### src/rtl/uart_pkg.sv
// Shared UART definitions used by both the transmitter and the receiver of the link.
package uart_pkg;

    localparam int         FRAME_BITS  = 10;
    localparam logic       START_BIT   = 1'b0;
    localparam logic       STOP_BIT    = 1'b1;
    localparam int         BPS_DEFAULT = 5208;
    localparam logic [3:0] LAST_BIT    = 4'(FRAME_BITS - 1);

    typedef enum logic [0:0] {
        ST_IDLE = 1'b0,
        ST_SEND = 1'b1
    } tx_state_e;

    // Line level of frame bit idx: start, eight data bits LSB first, then stop.
    function automatic logic frame_bit(input logic [3:0] idx, input logic [7:0] data);
        logic bit_s;
        case (idx)
            4'd0:                                   bit_s = START_BIT;
            4'd1, 4'd2, 4'd3, 4'd4,
            4'd5, 4'd6, 4'd7, 4'd8:                 bit_s = data[3'(idx - 4'd1)];
            default:                                bit_s = STOP_BIT;
        endcase
        return bit_s;
    endfunction

endpackage

### src/rtl/uart_tx_fifo.sv
// Show-ahead byte FIFO for the UART transmitter; wrap-bit pointers, registered flags.
module uart_tx_fifo #(
    parameter int DEPTH = 4,
    parameter int WIDTH = 8
) (
    input  logic             clk,
    input  logic             rst,
    input  logic             push,
    input  logic             pop,
    input  logic [WIDTH-1:0] wdata,
    output logic [WIDTH-1:0] rdata,
    output logic             full,
    output logic             empty
);

    localparam int          AW      = $clog2(DEPTH);
    localparam logic [AW:0] PTR_ONE = (AW + 1)'(1);

    logic [WIDTH-1:0] mem_r [DEPTH];
    logic [AW:0]      wptr_r;
    logic [AW:0]      rptr_r;
    logic [AW:0]      wptr_nxt_s;
    logic [AW:0]      rptr_nxt_s;
    logic             full_r;
    logic             empty_r;
    logic             full_nxt_s;
    logic             empty_nxt_s;
    logic             do_push_s;
    logic             do_pop_s;

    // Qualify requests and derive next pointers and the flags they imply.
    always_comb begin
        do_push_s = push && !full_r;
        do_pop_s  = pop && !empty_r;
        if (do_push_s) begin
            wptr_nxt_s = wptr_r + PTR_ONE;
        end else begin
            wptr_nxt_s = wptr_r;
        end
        if (do_pop_s) begin
            rptr_nxt_s = rptr_r + PTR_ONE;
        end else begin
            rptr_nxt_s = rptr_r;
        end
        full_nxt_s  = (wptr_nxt_s[AW-1:0] == rptr_nxt_s[AW-1:0]) && (wptr_nxt_s[AW] != rptr_nxt_s[AW]);
        empty_nxt_s = (wptr_nxt_s == rptr_nxt_s);
    end

    // Pointer and flag registers.
    always_ff @(posedge clk) begin
        if (rst) begin
            wptr_r  <= '0;
            rptr_r  <= '0;
            full_r  <= 1'b0;
            empty_r <= 1'b1;
        end else begin
            wptr_r  <= wptr_nxt_s;
            rptr_r  <= rptr_nxt_s;
            full_r  <= full_nxt_s;
            empty_r <= empty_nxt_s;
        end
    end

    // Storage write port; contents need no reset since the pointers gate every read.
    always_ff @(posedge clk) begin
        if (do_push_s) begin
            mem_r[wptr_r[AW-1:0]] <= wdata;
        end
    end

    assign rdata = mem_r[rptr_r[AW-1:0]];
    assign full  = full_r;
    assign empty = empty_r;

endmodule

### src/rtl/uart_tx.sv
// 8N1 UART transmitter: byte FIFO in front of a start/data/stop shifter at BPS clocks per bit.
module uart_tx
    import uart_pkg::*;
#(
    parameter int BPS        = BPS_DEFAULT,
    parameter int FIFO_DEPTH = 4
) (
    input  logic       clk,
    input  logic       rst,
    input  logic [7:0] din,
    input  logic       din_vld,
    output logic       rdy,
    output logic       dout,
    output logic       busy
);

    localparam logic [15:0] CNT0_LAST = 16'(BPS - 1);

    tx_state_e   state_r;
    logic [15:0] cnt0_r;
    logic [3:0]  cnt1_r;
    logic [7:0]  sr_r;
    logic        dout_r;
    logic        busy_r;
    logic        push_s;
    logic        pop_s;
    logic        full_s;
    logic        empty_s;
    logic        bit_end_s;
    logic [7:0]  head_s;

    uart_tx_fifo #(
        .DEPTH (FIFO_DEPTH),
        .WIDTH (8)
    ) u_fifo (
        .clk   (clk),
        .rst   (rst),
        .push  (push_s),
        .pop   (pop_s),
        .wdata (din),
        .rdata (head_s),
        .full  (full_s),
        .empty (empty_s)
    );

    assign push_s = din_vld && !full_s;

    // Pop the head when a frame starts from idle or back-to-back at the end of a stop bit.
    always_comb begin
        bit_end_s = (cnt0_r == CNT0_LAST);
        if (state_r == ST_IDLE) begin
            pop_s = !empty_s;
        end else if (bit_end_s && (cnt1_r == LAST_BIT)) begin
            pop_s = !empty_s;
        end else begin
            pop_s = 1'b0;
        end
    end

    // Transmit FSM with bit timing, shift register and registered line/busy outputs.
    always_ff @(posedge clk) begin
        if (rst) begin
            state_r <= ST_IDLE;
            cnt0_r  <= 16'd0;
            cnt1_r  <= 4'd0;
            sr_r    <= 8'h00;
            dout_r  <= STOP_BIT;
            busy_r  <= 1'b0;
        end else begin
            case (state_r)
                ST_IDLE: begin
                    cnt0_r <= 16'd0;
                    cnt1_r <= 4'd0;
                    if (!empty_s) begin
                        state_r <= ST_SEND;
                        sr_r    <= head_s;
                        dout_r  <= START_BIT;
                        busy_r  <= 1'b1;
                    end else begin
                        dout_r  <= STOP_BIT;
                        busy_r  <= push_s;
                    end
                end
                ST_SEND: begin
                    if (!bit_end_s) begin
                        cnt0_r <= cnt0_r + 16'd1;
                        busy_r <= 1'b1;
                    end else if (cnt1_r != LAST_BIT) begin
                        cnt0_r <= 16'd0;
                        cnt1_r <= cnt1_r + 4'd1;
                        dout_r <= frame_bit(cnt1_r + 4'd1, sr_r);
                        busy_r <= 1'b1;
                    end else if (!empty_s) begin
                        // Next start bit follows the stop bit with no idle gap.
                        cnt0_r <= 16'd0;
                        cnt1_r <= 4'd0;
                        sr_r   <= head_s;
                        dout_r <= START_BIT;
                        busy_r <= 1'b1;
                    end else begin
                        state_r <= ST_IDLE;
                        cnt0_r  <= 16'd0;
                        cnt1_r  <= 4'd0;
                        dout_r  <= STOP_BIT;
                        busy_r  <= push_s;
                    end
                end
                default: begin
                    state_r <= ST_IDLE;
                    cnt0_r  <= 16'd0;
                    cnt1_r  <= 4'd0;
                    dout_r  <= STOP_BIT;
                    busy_r  <= push_s || !empty_s;
                end
            endcase
        end
    end

    assign rdy  = !full_s;
    assign dout = dout_r;
    assign busy = busy_r;

endmodule

### config.mk
export PLATFORM = sky130hd
export DESIGN_NAME = uart_tx
export DESIGN_NICKNAME = d
export VERILOG_FILES = /design/src/rtl/uart_pkg.sv /design/src/rtl/uart_tx_fifo.sv /design/src/rtl/uart_tx.sv
export SDC_FILE = /design/constraint.sdc
export NUM_CORES = 1
export LEC_CHECK = 0
export BUFFER_PORTS_ARGS = -buffer_cell sky130_fd_sc_hd__buf_2
export CAP_MARGIN = 20
export CELL_PAD_IN_SITES_DETAIL_PLACEMENT = 0
export CELL_PAD_IN_SITES_GLOBAL_PLACEMENT = 2
export CORE_MARGIN = 2
export CORE_UTILIZATION = 35
export DETAILED_ROUTE_END_ITERATION = 8
export GPL_ROUTABILITY_DRIVEN = 0
export PLACE_DENSITY_LB_ADDON = 0.1
export SKIP_LAST_GASP = 1
export SLEW_MARGIN = 10
export SYNTH_ARGS = -nofsm -noshare
export SYNTH_HDL_FRONTEND = slang
export SYNTH_SLANG_ARGS = --single-unit
### constraint.sdc
create_clock -name clk -period 2.6 [get_ports clk]
set_input_delay 0.39 -clock clk [delete_from_list [all_inputs] [get_ports clk]]
set_output_delay 0.39 -clock clk [all_outputs]
set_load 0.02 [all_outputs]
==> results of run 1 <==
==> final cells by class <==
class,instances,area (um2)
inverter,10,37.5
timing repair buffer,16,87.6
sequential,71,1740
fill,860,5240
clock inverter,7,61.3
clock buffer,9,124
multi-input combinational,168,1330
tap,108,135
==> through the flow <==
step	total power [mW]	util [%]	cell area, um2	worst slack (ns)
global route	2.53	40.2	3520	0.298
detailed placement	1.59	38.1	3340	0.432
finish	2.40	40.2	3520	0.405
floorplan	1.51	-	3160	0.728
global placement	1.60	38.1	3340	0.443
CTS	2.44	40.2	3520	0.400
==> logic make-up (layout without fill, tap and decap cells) <==
kind of cell             Yosys count  in the layout  share of synthesized area (%)
AND/OR/NAND/NOR                   87             87                           16.0
flip-flops                        71             71                           55.0
AO/OA/AOI/OAI                     28             28                           6.21
multiplexers                      22             22                           10.2
XOR/XNOR                          21             21                           5.81
buffers and inverters             20             42                           2.81
adder cells (fa/ha/maj)           10             10                           3.95
==> path summary, 6_finish.rpt <==
kind	slack, ns	cells past startpoint	start	to
worst max-delay path	0.40	6	cnt1_r[0]	u_fifo.full
worst min-delay path	0.25	1	din[0]	u_fifo.mem_r[1][0]
worst max register to register	0.40	6	cnt1_r[0]	u_fifo.full
worst min register to register	0.48	2	dout	dout
==> routing by layer <==
layer	vias up	track usage (%)	wire [um]
met5	-	0	0
met4	0	6.95	134
met3	10	2.77	136
met2	20	20.2	2760
met1	905	18.6	3030
li1	975	-	-
==> flip-flops by register name, summed over array words and instances, names as in the netlist <==
name	count
u_fifo.rptr_r	3
sr_r	8
cnt0_r	16
busy	1
cnt1_r	4
u_fifo.mem_r	32
dout	1
state_r	1
u_fifo.full	1
u_fifo.empty	1
u_fifo.wptr_r	3
==> synth_stat cells (all sizes together), types with 5 or more instances <==
library cell	instances	area share (%)
and2	8	1.6
a21oi	8	1.3
ha	10	4.0
dfxtp	39	25
xnor2	9	2.5
buf	5	1.0
nand3	10	1.6
clkbuf	5	0.59
inv	10	1.2
mux4	8	5.7
xor2	12	3.3
edfxtp	32	30
nand2	8	0.95
nor2	33	3.9
mux2i	13	4.1
==> power by group through the flow <==
stage	combinational (mW)	sequential [mW]	clock, mW
3_5_place_dp	0.299	1.29	0
4_1_cts	0.301	1.27	0.876
3_3_place_gp	0.301	1.29	0
6_report	0.292	1.27	0.844
2_1_floorplan	0.222	1.28	0
5_1_grt	0.325	1.28	0.926
==> metrics.yaml, run 1 <==
run_status:
  status: "finished, final reports clean"
setup_path:
  path_class: "reg -> reg"
  crit_path_start_kind: "flip-flop"
  arrival_ns: 2.46
  cp_top_family: "compound AO/OA/AOI/OAI gates"
  slowest_stage: "dfxtp_1"
  slowest_delay_ns: 0.55
  crit_path_cell_trace: "ha_1 -> nand3b_4 -> a211o_1 -> o21a_1 -> or3_1 -> a221oi_2"
  worst-path-buf-inv: 0
  crit_path_end_kind: "flip-flop"
  worstPathMaxFanout: 9
  critPathRequiredTime_ns: 2.87
place:
  dpl.hpwl_um: 4160
  dpl.cell_count: 373
  numPortBuffers: 13
drt:
  routedWlPerCell_um: 15.6
  viasPerCell: 4.91
  drt-initial-drc-count: 50
  drc: 0
  dr.pass1.iters: 4
  wl_um: 6060
  vias: 1910
  ant_nets: 0
pwr:
  vdd_ir_drop_max_mv: 0.239
  swShare_pct: 28.1
  p_int_mw: 1.73
  p_leak_nw: 1.26
  power.density_nw_per_um2: 683
  p_clk_share_pct: 35.1
  p_seq_share_pct: 52.7
  switchingPower_uw: 677
  comb_power_share_pct: 12.2
logic_synthesis:
  synthesis.area_um2: 3160
  ys_warn_count: 0
  synthFlopType: "dfxtp_1"
  ys_ff_latch: 71
  synthArstFlopShare_pct: 0
  synth_enable_flop_cells: 32
  syn_nets: 280
  seq_area_frac_synth_pct: 55.0
  synth.distinct_cells: 48
  synth_cells: 259
  syn_avg_cell_area_um2: 12.2
cts:
  ctsHtreeMaxLevel: 3
  cts_tree: "done"
  clockBufferDepth: 2
  cts_hold_buf: 0
  cts-root-buf: "clkbuf_8"
  clkSinkCount: 71
  cts_setup_buffers: 0
  numCtsBuffers: 9
  path_clk_slew_ns: 0.09
  worstSkewPairLatency_ns: 0.35
  ctsResizeCount: 0
floorplan:
  start_util_pct: 36.1
  core-area_um2: 8760
  fp.dieW_um: 99.1
  num_rows: 34
  die_h_um: 99.1
  ioPinCount: 14
  dieArea_um2: 9820
global_routing:
  grt_pass1_wl_um: 9960
  gr-usage-all-layers_pct: 13.5
  grt_pass1_vias: 1882
  grt_antenna_before_repair: 0
  grt_max_degree: 23
  overflow: 0
timing:
  period_minus_slack_ns: 2.20
  drv_slew: 0
  fin_crit_sh_pct: 84.4
  relSlewSlack_pct: 54.8
  worst_pin_slew_ns: 0.677
  rsz0062_at_grt: "false"
  fmax_mhz: 456
  timing.hold.ws_ns: 0.252
  hold_viol: 0
  clock_skew_ns: 0.00876
  setup_viol: 0
  finalSetupTns_ns: 0
worst_hold_path:
  min_path_type: "in -> reg"
finish:
  syn_to_final_growth_pct: 11.3
  final_common_cell: "dfxtp_1"
  final_cells: 389
  num_antenna_cells: 0
  layout-drive-gt1-share_pct: 16.7
  final_cell_mix: "dfxtp_1, nor2_1, edfxtp_1"
  final_net_count: 297
run:
  maxCapViolCount: 0
No activity file was read; power rests on OpenSTA's default activity.
==> run 2: changes to the inputs <==
--- a/config.mk
+++ b/config.mk
@@ -5,6 +5,7 @@
 export SDC_FILE = /design/constraint.sdc
 export NUM_CORES = 1
 export LEC_CHECK = 0
+export ABC_AREA = 1
 export BUFFER_PORTS_ARGS = -buffer_cell sky130_fd_sc_hd__buf_2
 export CAP_MARGIN = 20
 export CELL_PAD_IN_SITES_DETAIL_PLACEMENT = 0
==> constraint.sdc (replaced) <==
create_clock -name clk -period 2 [get_ports clk]
set_input_delay 0.3 -clock clk [delete_from_list [all_inputs] [get_ports clk]]
set_output_delay 0.3 -clock clk [all_outputs]
set_load 0.02 [all_outputs]
==> run 2 against run 1 <==
  * Sequential share of layout area down 1.9 points
  * Synthesized area up 2.7%
  * Total power up 37%
  * Clock-buffer cell count unchanged
  * Non-clock buffer count up 7
  * Register-to-register slack worse by 0.15 ns
  * Die area up 2.6%
  * Cell count up 29%
  * First-iteration DRC count up 54%
  * Combinational power up 86%
  * Worst setup slack worse by 0.15 ns
  * Synthesized cell count up 39%
  * Critical endpoint is now u_fifo.empty
  * Largest cell class unchanged
==> metrics.yaml, run 2 <==
setup_path:
  regToRegSetupSlack_ns: 0.26  # -0.15 ns
  crit_path_end_kind: "flip-flop"
  path_class: "reg -> reg"
  arrival_ns: 1.97  # -0.49 ns
  critPathRequiredTime_ns: 2.23  # -0.64 ns
  crit_path_start_kind: "flip-flop"
  worstPathMaxFanout: 16  # +7
global_routing:
  grt_antenna_before_repair: 0  # unchanged
  grt_pass1_wl_um: 11200  # +13%
  grt_max_degree: 19  # -17%
  grt_pass1_vias: 2307  # +23%
  overflow: 0  # unchanged
  gr-usage-all-layers_pct: 14.6  # +1.1 points
drt:
  viasPerCell: 4.67  # -4.8%
  routedWlPerCell_um: 13.2  # -15%
  wl_met1_um: 3230  # +6.7%
  drc: 0  # unchanged
  top_layer: "met4"
  dr.pass1.iters: 4  # unchanged
  wl_met2_um: 3070  # +11%
  vias: 2342  # +23%
  dr_wl_met3_um: 193  # +42%
  ant_nets: 0  # unchanged
  drt-initial-drc-count: 77  # +54%
  wl_um: 6600  # +8.8%
cts:
  worstSkewPairLatency_ns: 0.34  # about the same
  ctsHtreeMaxLevel: 3  # unchanged
  path_clk_slew_ns: 0.08  # about the same
  cts_tree: "done"
  numCtsBuffers: 9  # unchanged
  clockBufferDepth: 2  # unchanged
  cts_setup_buffers: 0  # unchanged
  clkSinkCount: 71  # unchanged
  cts-root-buf: "clkbuf_8"
logic_synthesis:
  synthesis.area_um2: 3250  # +2.7%
  synth.distinct_cells: 34  # -29%
  yosysTopAreaCell: "edfxtp_1"
  yosys-top-cells-count: "nand2_1, nor2_1, dfxtp_1"
  synth.area.top_cells: "edfxtp_1, dfxtp_1, nand2_1"
  syn_avg_cell_area_um2: 9.00  # -26%
  synth_cells: 361  # +39%
  seq_area_frac_synth_pct: 53.6  # -1.5 points
  ys_ff_latch: 71  # unchanged
  ys_warn_count: 0  # unchanged
  synthArstFlopShare_pct: 0  # unchanged
  synth_enable_flop_cells: 32  # unchanged
  synthDominantCellAreaShare_pct: 29.6  # -0.81 points
  synthFlopType: "dfxtp_1"
  syn_nets: 382  # +36%
pwr:
  total_power_mw: 3.29  # +37%
  power.density_nw_per_um2: 898  # +31%
  swShare_pct: 30.6  # +2.5 points
  vdd_ir_drop_max_mv: 0.437  # +83%
  p_int_mw: 2.28  # +32%
  p_leak_nw: 1.36  # +7.7%
  switchingPower_mw: 1.01  # +49%
  p_seq_share_pct: 51.4  # -1.3 points
  p_clk_share_pct: 32.1  # -3.0 points
  comb_power_share_pct: 16.6  # +4.4 points
floorplan:
  die_h_um: 100  # +1.3%
  dieArea_um2: 10100  # +2.6%
  num_rows: 35  # +2.9%
  start_util_pct: 35.7  # -0.42 points
  core-area_um2: 9110  # +3.9%
  fp.dieW_um: 100  # +1.3%
  ioPinCount: 14  # unchanged
timing:
  clock_skew_ns: 0.00636  # -0.00240 ns
  fin_crit_sh_pct: 87.0  # +2.6 points
  fmax_mhz: 574  # +26%
  finalSetupTns_ns: 0  # unchanged
  hold_viol: 0  # unchanged
  timing.hold.ws_ns: 0.166  # -0.0867 ns
  relSlewSlack_pct: 68.4  # +14 points
  drv_slew: 0  # unchanged
  setup_viol: 0  # unchanged
  period_minus_slack_ns: 1.74  # -0.454 ns
  rsz0062_at_grt: "false"
  worst_pin_slew_ns: 0.472  # -0.205 ns
place:
  place_area_um2: 3470  # +4.2%
  numPortBuffers: 13  # unchanged
  dpl.cell_count: 485  # +30%
  dpl.hpwl_um: 4680  # +13%
run_status:
  status: "finished, final reports clean"
finish:
  final_cells: 501  # +29%
  layout-drive-gt1-share_pct: 17.7  # +0.97 points
  largest_reg_flops: 32  # unchanged
  num_antenna_cells: 0  # unchanged
  syn_to_final_growth_pct: 12.7
  final_area_um2: 3660  # +4.1%
  final_cell_mix: "nand2_1, nor2_1, inv_1, dfxtp_1, edfxtp_1"
  final_net_count: 406  # +37%
run:
  maxCapViolCount: 0  # unchanged
worst_hold_path:
  min_path_type: "in -> reg"
-- run 2: changes by cell type after synthesis, moves of 7 or more --
cell     delta
nand2_1    +40
inv_1      +28
o21ai_0    +27
nor2_1     +15
mux2i_1    -13
nand3_1    +10
a21oi_1     +8
and2_1      -8
mux4_2      -8
o22ai_1     +7
-- run 2: layer usage --
| layer | track usage, % | vias to the layer above |
|---|---|---|
| li1 | - | 1246 |
| met1 | 18.9 | 1063 |
| met2 | 23.6 | 24 |
| met3 | 3.34 | 9 |
| met4 | 5.69 | 0 |
| met5 | 0 | - |
-- run 2: final cells by class --
| class | instances | area (um2) |
|---|---|---|
| Clock buffer | 9 | 124 |
| Clock inverter | 7 | 55.1 |
| Multi-Input combinational cell | 234 | 1290 |
| Fill cell | 959 | 5450 |
| Inverter | 46 | 173 |
| Timing Repair Buffer | 23 | 140 |
| Sequential cell | 71 | 1740 |
| Tap cell | 111 | 139 |
-- run 2: path summary, 6_finish.rpt --
check,from,to,cells past startpoint
worst max-delay path,cnt0_r[0],u_fifo.empty,14
worst min-delay path,din[5],u_fifo.mem_r[0][5],1
worst max register to register,cnt0_r[0],u_fifo.empty,14
worst min register to register,cnt0_r[0],cnt0_r[0],1
-- run 2: power by group through the flow --
stage	registers (mW)	clock network, mW	logic [mW]
2_1_floorplan	1.71	0	0.408
3_3_place_gp	1.73	0	0.553
3_5_place_dp	1.72	0	0.552
4_1_cts	1.69	1.09	0.553
5_1_grt	1.70	1.15	0.630
6_report	1.69	1.05	0.544
-- run 2: logic make-up after synthesis --
kind of cell	Yosys count	share of synthesized area (%)
AOI/OAI and AO/OA	60	9.82
DFF	71	53.6
adders and majority gates	10	3.85
xor gates and xnor gates	10	2.69
buffers and inverters	56	7.01
and+or+nand+nor	154	23.1
-- run 2: critical path: stages (launching register included) --
cell	delay, ns
dfxtp_1	0.35
ha_1	0.21
inv_1	0.05
nor2_1	0.08
nand2_1	0.06
nor2_2	0.09
nand2_2	0.10
nand2_8	0.14
nand2_4	0.14
nand2_1	0.10
nand2_1	0.06
nand2_1	0.05
nand2_1	0.07
nand3_1	0.07
nand2_1	0.05
-- run 2: through the flow --
stage / util [%] / worst slack (ns)
finish: 40.2 / 0.259
global route: 40.2 / 0.0370
CTS: 40.1 / 0.183
detailed placement: 38.1 / 0.194
global placement: 38.1 / 0.227
floorplan: - / 0.367
-- run 2: what timing repair did --
item                       CTS  global route
gates resized for setup      0             2
setup endpoints to repair    0             2
hold buffers                 0             0
==> run 3: changes to the inputs <==
--- a/config.mk
+++ b/config.mk
@@ -5,7 +5,7 @@
 export SDC_FILE = /design/constraint.sdc
 export NUM_CORES = 1
 export LEC_CHECK = 0
-export ABC_AREA = 1
+export ABC_AREA = 0
 export BUFFER_PORTS_ARGS = -buffer_cell sky130_fd_sc_hd__buf_2
 export CAP_MARGIN = 20
 export CELL_PAD_IN_SITES_DETAIL_PLACEMENT = 0
==> run 3 against run 2 <==
  * Critical path depth shrank 7
  * Clock-buffer cell count is the same
  * Cell count shrank 19%
  * Utilization grew 1.8 points
  * Final area grew 0.55%
==> metrics.yaml, run 3 (synthesis results as in run 1) <==
worst_hold_path:
  min_path_type: "in -> reg"
  min_path_cells: 1  # unchanged
drt:
  dr.pass1.iters: 4  # unchanged
  routedWlPerCell_um: 15.0  # +14%
  ant_nets: 0  # unchanged
  drt-initial-drc-count: 69  # -10%
  drc: 0  # unchanged
  wl_um: 6090  # -7.7%
  vias: 1998  # -15%
  viasPerCell: 4.91  # +5.0%
timing:
  drv_slew: 0  # unchanged
  relSlewSlack_pct: 69.4  # +0.99 points
  fmax_mhz: 534  # -7.1%
  clock_skew_ns: 0.0129  # +0.00653 ns
  setup_viol: 0  # unchanged
  hold_viol: 0  # unchanged
  fin_crit_sh_pct: 93.7  # +6.7 points
  period_minus_slack_ns: 1.87  # +0.133 ns
  worst_pin_slew_ns: 0.460  # -0.0119 ns
  worst_slack_ns: 0.126  # -0.133 ns
cts:
  ctsHtreeMaxLevel: 3  # unchanged
  cts_tree: "done"
  clockBufferDepth: 2  # unchanged
  cts-root-buf: "clkbuf_8"
  path_clk_slew_ns: 0.09  # about the same
  worstSkewPairLatency_ns: 0.35  # about the same
  numCtsBuffers: 9  # unchanged
  clkSinkCount: 71  # unchanged
  cts_hold_buf: 0  # unchanged
pwr:
  p_leak_nw: 1.36  # -0.12%
  swShare_pct: 27.7  # -2.9 points
  switchingPower_uw: 868  # -14%
  comb_power_share_pct: 13.2  # -3.4 points
  p_seq_share_pct: 52.3  # +0.9 points
  power.density_nw_per_um2: 850  # -5.3%
  total_power_mw: 3.13  # -4.7%
  vdd_ir_drop_max_mv: 0.431  # -1.4%
  p_clk_share_pct: 34.5  # +2.4 points
  p_int_mw: 2.26  # -0.76%
finish:
  syn_to_final_growth_pct: 16.4
  num_antenna_cells: 0  # unchanged
  largest_reg_flops: 32  # unchanged
  final_common_cell: "dfxtp_1"
  fillers: 844  # -12%
  final_cell_mix: "dfxtp_1, nor2_1, edfxtp_1"
  postLayoutCoreUtil_pct: 42.0  # +1.8 points
  layout-drive-gt1-share_pct: 23.7  # +6.1 points
  final_net_count: 315  # -22%
  final_area_um2: 3680  # +0.55%
setup_path:
  worstPathMaxFanout: 4  # -12
  crit_path_start_kind: "flip-flop"
  slowest_stage: "or3_4"
  critPathRequiredTime_ns: 2.26  # +0.03 ns
  path_class: "reg -> reg"
  r2r_cells: 7  # -7
  slowest_delay_ns: 0.38  # +0.03 ns
  arrival_ns: 2.13  # +0.16 ns
  crit_path_end_kind: "flip-flop"
  crit_path_cell_trace: "inv_1 -> ha_4 -> nand3b_4 -> a211o_1 -> o21a_1 -> or3_4 -> a221oi_2"
floorplan:
  core-area_um2: 8760  # -3.8%
  die_h_um: 99.1  # -1.3%
  dieArea_um2: 9820  # -2.5%
  ioPinCount: 14  # unchanged
  fp.dieW_um: 99.1  # -1.3%
  start_util_pct: 36.1  # +0.42 points
  num_rows: 34  # -2.9%
global_routing:
  grt_pass1_wl_um: 10200  # -9.3%
  overflow: 0  # unchanged
  gr-usage-all-layers_pct: 13.6  # -0.99 points
  grt_antenna_before_repair: 0  # unchanged
  grt_max_degree: 23  # +4
  grt_pass1_vias: 1993  # -14%
run:
  maxCapViolCount: 0  # unchanged
place:
  place_ws_ns: 0.0750  # -0.119 ns
  place_area_um2: 3460  # -0.54%
  numPortBuffers: 13  # unchanged
  dpl.hpwl_um: 4220  # -9.7%
run_status:
  status: "finished, final reports clean"
## run 3: cell count changes in the layout (fill, tap and decap cells not counted), sizes merged, moves of 13 or more
cell | before | now
nand2 | 56 | 8
inv | 48 | 15
o21ai | 33 | 4
nor2 | 56 | 33
nand3 | 24 | 10
mux2i | 0 | 13
## run 3: path summary, 6_finish.rpt
kind             start                  to  slack (ns)
max          cnt1_r[1]         u_fifo.full        0.13
min             din[2]  u_fifo.mem_r[0][2]        0.16
max reg2reg  cnt1_r[1]         u_fifo.full        0.13
min reg2reg       dout                dout        0.48
## run 3: metal layers
metal	vias up	share of wire (%)	GRT usage [%]
li1	1002	-	-
met2	27	49	22.6
met1	963	47	17.2
met3	6	3.3	4.26
met4	0	1.1	3.79
met5	-	0	0
## run 3: area by class of cell
type / instances / area (um2) / share of cell area (%)
repair buffers: 34 / 223 / 6.05
clock inverters: 7 / 61.3 / 1.66
flip-flops and latches: 71 / 1740 / 47.3
clock buffers: 9 / 124 / 3.36
multi-input cells: 168 / 1360 / 36.9
inverters: 10 / 37.5 / 1.02
well taps: 108 / 135 / 3.67
## run 3: critical path: cells and delay by family (launching register included)
family / cells / cell delay, ns
AOI/OAI and AO/OA: 3 / 0.74
and+or+nand+nor: 2 / 0.47
DFF: 1 / 0.32
adders and majority gates: 1 / 0.16
buffers and inverters: 1 / 0.11
## run 3: stage by stage
| step | TNS [ns] | instances | hold slack [ns] |
|---|---|---|---|
| 2_1_floorplan | 0 | 259 | 0.380 |
| 3_3_place_gp | 0 | 389 | 0.449 |
| 3_5_place_dp | 0 | 389 | 0.470 |
| 4_1_cts | 0 | 405 | 0.151 |
| 5_1_grt | -0.00271 | 407 | 0.144 |
| 6_report | 0 | 407 | 0.160 |
## run 3: what timing repair did
| item | in CTS | in global routing |
|---|---|---|
| endpoints found under the hold margin | 0 | 0 |
| gates resized for setup | 0 | 7 |
| setup buffers | 0 | 2 |
| setup endpoints to repair | 0 | 10 |
## run 3: power by group through the flow
stage	logic, mW	registers (mW)	clock network [mW]
6_report	0.415	1.64	1.08
3_5_place_dp	0.420	1.67	0
4_1_cts	0.421	1.64	1.13
2_1_floorplan	0.289	1.67	0
3_3_place_gp	0.423	1.67	0
5_1_grt	0.459	1.65	1.18
